[src/rtl/wisc_pkg.sv]
// Shared WISC core definitions: fetch FSM encoding, PC constants and opcodes.
package wisc_pkg;

   localparam int unsigned PC_W = 16;

   localparam logic [PC_W-1:0] PC_RESET = 16'h0000;
   localparam logic [PC_W-1:0] PC_STEP  = 16'h0002;
   localparam logic [3:0]      OPC_HLT  = 4'hF;

   typedef enum logic [1:0] {
      FS_FETCH = 2'd0,
      FS_WAIT  = 2'd1,
      FS_HALT  = 2'd2
   } fetch_state_e;

endpackage

[src/rtl/adder_16bit.sv]
// 16-bit modulo adder/subtractor; sub_i selects a - b.
module adder_16bit
   import wisc_pkg::*;
(
   input  logic [PC_W-1:0] a_i,
   input  logic [PC_W-1:0] b_i,
   input  logic            sub_i,
   output logic [PC_W-1:0] sum_o
);

   logic [PC_W-1:0] b_eff;

   always_comb begin
      b_eff = sub_i ? ~b_i : b_i;
      sum_o = a_i + b_eff + PC_W'(sub_i);
   end

endmodule

[src/rtl/pc_fetch_sequencer.sv]
// Owns the architectural PC and sequences instruction fetch: advance on ack,
// hold on stall, redirect on taken branch, park on HLT.
module pc_fetch_sequencer
   import wisc_pkg::*;
(
   input  logic            clk,
   input  logic            rst_n,
   input  logic            stall,
   input  logic            br_taken,
   input  logic [PC_W-1:0] br_target,
   input  logic            imem_ack,
   input  logic            halt_dec,
   output logic            imem_req,
   output logic [PC_W-1:0] imem_addr,
   output logic [PC_W-1:0] pc,
   output logic [PC_W-1:0] pc_plus2,
   output logic            if_valid,
   output logic            flush,
   output logic            halted
);

   fetch_state_e    state_q, state_d;
   logic [PC_W-1:0] pc_q, pc_d;
   logic [PC_W-1:0] pc_inc;

   adder_16bit u_pc_adder (
      .a_i   (pc_q),
      .b_i   (PC_STEP),
      .sub_i (1'b0),
      .sum_o (pc_inc)
   );

   // State and PC registers
   always_ff @(posedge clk or negedge rst_n) begin
      if (!rst_n) begin
         state_q <= FS_FETCH;
         pc_q    <= PC_RESET;
      end else begin
         state_q <= state_d;
         pc_q    <= pc_d;
      end
   end

   // Next state; a redirect always wins, and any ack under redirect/stall is dropped
   always_comb begin
      state_d = state_q;
      pc_d    = pc_q;
      if (br_taken) begin
         pc_d    = {br_target[PC_W-1:1], 1'b0};
         state_d = FS_FETCH;
      end else begin
         unique case (state_q)
            FS_FETCH, FS_WAIT: begin
               if (stall) begin
                  if (!imem_ack) state_d = FS_WAIT;
               end else if (imem_ack && halt_dec) begin
                  state_d = FS_HALT;
               end else if (imem_ack) begin
                  pc_d    = pc_inc;
                  state_d = FS_FETCH;
               end else begin
                  state_d = FS_WAIT;
               end
            end
            FS_HALT: state_d = FS_HALT;
            default: state_d = FS_FETCH;
         endcase
      end
   end

   // Outputs; 1-bit outputs are forced low while reset is asserted
   always_comb begin
      imem_req  = 1'b0;
      if_valid  = 1'b0;
      flush     = 1'b0;
      halted    = 1'b0;
      imem_addr = pc_q;
      pc        = pc_q;
      pc_plus2  = pc_inc;
      if (rst_n) begin
         imem_req = (state_q != FS_HALT);
         if_valid = imem_ack && (state_q != FS_HALT) && !stall && !br_taken;
         flush    = br_taken;
         halted   = (state_q == FS_HALT);
      end
   end

endmodule
[config.mk]
export PLATFORM = sky130hd
export DESIGN_NAME = pc_fetch_sequencer
export DESIGN_NICKNAME = d
export VERILOG_FILES = /design/src/rtl/wisc_pkg.sv /design/src/rtl/adder_16bit.sv /design/src/rtl/pc_fetch_sequencer.sv
export SDC_FILE = /design/constraint.sdc
export NUM_CORES = 1
export LEC_CHECK = 0
export BUFFER_PORTS_ARGS = -buffer_cell sky130_fd_sc_hd__buf_2
export CAP_MARGIN = 25
export CORE_MARGIN = 2
export CORE_UTILIZATION = 45
export CTS_CLUSTER_DIAMETER = 40
export DETAILED_ROUTE_END_ITERATION = 12
export PLACE_DENSITY = 0.84
export SLEW_MARGIN = 20
export SYNTH_ARGS = -nofsm -noshare
export SYNTH_HDL_FRONTEND = slang
export SYNTH_HIERARCHICAL = 1
export SYNTH_SLANG_ARGS = --single-unit
[constraint.sdc]
create_clock -name clk -period 2.04 [get_ports clk]
set_input_delay 0.408 -clock clk [delete_from_list [all_inputs] [get_ports clk]]
set_output_delay 0.408 -clock clk [all_outputs]
set_load 0.005 [all_outputs]
== After elaboration in Yosys (flattened, before gate mapping) ==
Cells that the tools add are included.
Operators by class
  $add $sub $neg: 1
  multipliers: 0
  divide/modulo/power cells: 0
  magnitude comparators: 0
  equal/unequal tests: 6
  shift operators: 0
  mux-type cells: 15
  bitwise operators: 0
  reductions and logical operators: 11
Operators by type and width (count)
  16-bit 2-to-1 mux: 5
  16-bit by 2-bit adder with 16-bit output, second input constant: 1
  2-bit 2-to-1 mux: 4
  1-bit 2-to-1 mux: 5
  1-bit logical AND: 4
  2-bit inequality test, second input constant: 2
  4-bit inequality test, second input constant: 1
  2-bit one-hot mux with 2 select lines: 1
  4-bit AND reduction: 1
  2-bit nonzero test: 2
  2-bit by 1-bit == test with 1-bit output, second input constant: 1
  2-bit == test, second input constant: 1
  1-bit logical NOT: 2
  2-bit logical NOT: 1
  2-bit by 1-bit inequality test with 1-bit output, second input constant: 1
  2-bit OR reduction: 1
Word-level totals
  flip-flop bits (word level): 18
  bits in latches: 0
  bits in writable memories: 0
  memory bits (read-only): 0
  input bits: 22
  output and inout bits: 52
  word-level logic and storage cells: 35
  memories kept: 0

== Logic depth before layout (Yosys ltp) ==
  depth in word-level cells: 6
  mapped depth: 12
  depth with buffers taken out: 10

== Hierarchy ==
Netlist, hierarchy kept.
By module, submodules not included
  pc_fetch_sequencer: instances 1, cells an instance 100, area each 1034.7 um^2, seq. area each 450.4 um^2
  adder_16bit: instances 1, cells an instance 115, area each 859.6 um^2, seq. area each 0.0 um^2

== Least setup slack after synthesis ==
No wires, ideal clock.
  path kind: reg2out
  from: register pc_q[1], in the netlist imem_addr[1]
  to: output port pc_plus2[14]
  arrival: 1.658 ns
  required time: 1.632 ns
  path slack: -0.026 ns
  cell stages (with the launch flop): 7
  path buffers: 0
  cell sequence: dfrtp_1 > fa_1 > a21oi_1 > o21bai_1 > a21oi_1 > o21ai_0 > xor2_1
On the way
  word-level cells in the longest chain between the ends: 1
Ends and longest elaborated chain
  start: declaration: line pc_fetch_sequencer.sv:23  | logic [PC_W-1:0] pc_q, pc_d;
  start signal: assignment: line pc_fetch_sequencer.sv:40  | pc_q <= pc_d;
  16-bit by 2-bit adder with 16-bit output: line adder_16bit.sv:15  | sum_o = a_i + b_eff + PC_W'(sub_i);
  end: declaration: line pc_fetch_sequencer.sv:16  | output logic [PC_W-1:0] pc_plus2,
Every way passes these cells.

== Final worst setup path ==
  from: register pc_q[1], in the netlist imem_addr[1]
  to: output port pc_plus2[12]
Same word-level chain as after synthesis.

==> out/qor.txt <==
Boundary Pins = 74
Layout cell share with drive strength beyond 1 = 0.4715
Period utilization = 1.167
Detail Route Antenna Nets = 0
CP startpoint kind = flip-flop
Latest clock arrival within the worst-skew pair = 0.26 ns
Most common cell after layout, fill and taps aside = buf_2
Routability cong. = 0.9190
Die height = 68.88 um
Setup TNS = -3.501 ns
Syn Area/Cell = 8.811 um2
Leakage = 1.394 nW
RSZ-0062 raised after global routing = true
Failing checks = setup timing
Nets@finish = 356
Ranking of synthesized cells by area = dfrtp_1 24%, xor2_1 11%, ha_1 9.9%, mux2i_1 8.5%, buf_4 6.7%
Antenna fix cells = 0
Top-area cell type share of the netlist area = 0.2378
Post-route DRC violation count = 0
Vias per cell = 5.128
Reg2reg setup slack = -0.14 ns
Area growth syn-to-layout = 45.11%
Ys flop type = dfrtp_1
Setup-failing EPs final = 14
Hold_buf cts = 0
Most frequent cells in the layout = 72 x buf_2, 31 x buf_4, 24 x nand2_1
Number of port buffers = 72
Synth warn = 6
DP HPWL = 3455 um
Die X-Extent = 68.88 um
Synthesized flop and latch total = 18
Distinct cells, synth = 38
Min cycle time layout = 2.380 ns
Synth area leader = dfrtp_1
Area of the mapped netlist = 0.001894 mm2
Ys async rst share = 1.000
Filler Cell Count = 308
PnR worst setup slack = -0.3399 ns
Critical path's slowest cell = dfrtp_1
Critical path fanouts, max = 3
EDFF count, synth = 0
Fmax achieved = 420.2 MHz
CP most frequent cell = a21oi_4
GRT Total Usage = 0.2028
H-tree depth = 1
Final Max Slew Viols = 0
MaxCap Viol Count = 0
Post-DR wirelength/cell = 13.99 um
CP required = 1.63 ns
Core area = 0.004029 mm2
Initial Utilization = 0.4702
Die ar. = 0.004744 mm2
Final WL = 5121 um
CTS Buffer Depth = 2
Setup Skew = 0.003046 ns
Vias in the first global route = 1,626
Cell family with most CP delay = compound AO/OA/AOI/OAI gates
Reg clk slew, reported paths = 0.07 ns
Initial antenna violation count = 0
Gr ovfl total = 0
CTS tree = done
Worst EP arrival = 1.97 ns
Global-route wire length before repair = 7286 um
Critical path capture point type = primary output
DRT Pass-1 Iters = 5
Hold Path Class = primary input to asynchronous set/reset pin
TritonCTS Buffers = 3
Routed via count = 1,877
Largest net degree at the start of global routing = 20
Register area share after synthesis = 0.2378
Power per Cell Area = 766.4 mW/mm2
Cells after Synth = 215
Buf+Inv Stages, Crit Path = 1
Setup CP Type = flip-flop to primary output
Critical path's largest stage delay = 0.42 ns
Final Hold Viols = 0
Maximum vdd drop = 482.0 uV
Root Driver = clkbuf_8
Clk sink count = 18
Status = complete, but fails checks
Site row count = 23
Iter 0 DRT Violations = 63
Setup WS pre-CTS = -0.1715 ns
CP cell instances = fa_2 -> a21oi_4 -> o21bai_4 -> a21oi_4 -> o31ai_2 -> xnor2_1 -> buf_2
[per-stage QoR]
stage               power, mW  utilization  std cells  instance area, um2  hold WS (ns)
global placement        1.423       0.5817        350                2344        0.3806
floorplan               1.093            -        231                1961        0.1124
detailed placement      1.447       0.5817        350                2344        0.3696
CTS                     1.832       0.6236        359                2512       0.09333
finish                  2.107       0.6823        366                2749       0.09614
global route            2.269       0.6823        366                2749       0.09772
[power breakdown]
| group | total, mW | internal (mW) | leakage (nW) | switching (mW) |
|---|---|---|---|---|
| Sequential | 0.442 | 0.398 | 0.220 | 0.0443 |
| Clock | 0.263 | 0.132 | 0.0216 | 0.131 |
| Combinational | 1.40 | 0.728 | 1.15 | 0.674 |
| Total | 2.11 | 1.26 | 1.39 | 0.850 |
[final timing paths]
kind,from,to,cells after the start
max,imem_addr[1]$_DFFE_PN0P_,pc_plus2[12],7
min,rst_n,imem_addr[2]$_DFFE_PN0P_,2
max reg2reg,imem_addr[1]$_DFFE_PN0P_,imem_addr[12]$_DFFE_PN0P_,11
min reg2reg,state_q[1]$_DFFE_PN0P_,state_q[0]$_DFFE_PN0P_,1
max in group asynchronous,rst_n,imem_addr[9]$_DFFE_PN0P_,2
min in group clk,br_target[8],imem_addr[8]$_DFFE_PN0P_,3
[layer usage]
metal  wire [um]  vias to the layer above  GRT usage
met3         238                        4    0.03247
met5           0                        -          0
met4          38                        0    0.07108
met1        2301                      887     0.2532
met2        2543                       68     0.3522
li1            -                      918          -
[cell usage after synthesis (2+ instances only)]
master	n
a211oi_1	2
mux2i_1	16
conb_1	2
nand2_1	26
clkbuf_2	2
buf_4	17
dfrtp_1	18
o21ai_1	9
ha_1	15
o21ai_0	15
inv_1	4
nor4_1	2
xnor2_1	7
nand3_1	2
nor2_1	7
buf_6	4
o31ai_1	3
o21bai_1	3
and2_1	2
xor2_1	24
a21oi_1	17
buf_2	2
[flip-flops by register name, indices dropped and copies added (netlist names)]
signal,flops
imem_addr,16
state_q,2
[final cells by class]
class	count	area, um2	area share
multi-input cells	183	1528	0.5558
repair buffers	108	649.4	0.2362
inverters	4	15.01	0.005462
clock buffers	3	41.29	0.01502
well taps	50	62.56	0.02276
flip-flops and latches	18	452.9	0.1648
[what timing repair did]
| action | CTS | global route |
|---|---|---|
| pin swaps | 22 | 19 |
| gates resized for setup | 16 | 32 |
| setup endpoints to repair | 13 | 15 |
| buffers inserted | 8 | 8 |
| hold endpoints to repair | 0 | 0 |
[kinds of logic after synthesis]
family	share of synthesized area
AO/OA/AOI/OAI	0.1744
XOR/XNOR	0.1433
adder cells (fa/ha/maj)	0.1096
buffers and inverters	0.1202
flip-flops	0.2378
multiplexers	0.09181
other	0.003964
AND/OR/NAND/NOR	0.1189
No activity file was read; power rests on OpenSTA's default activity.
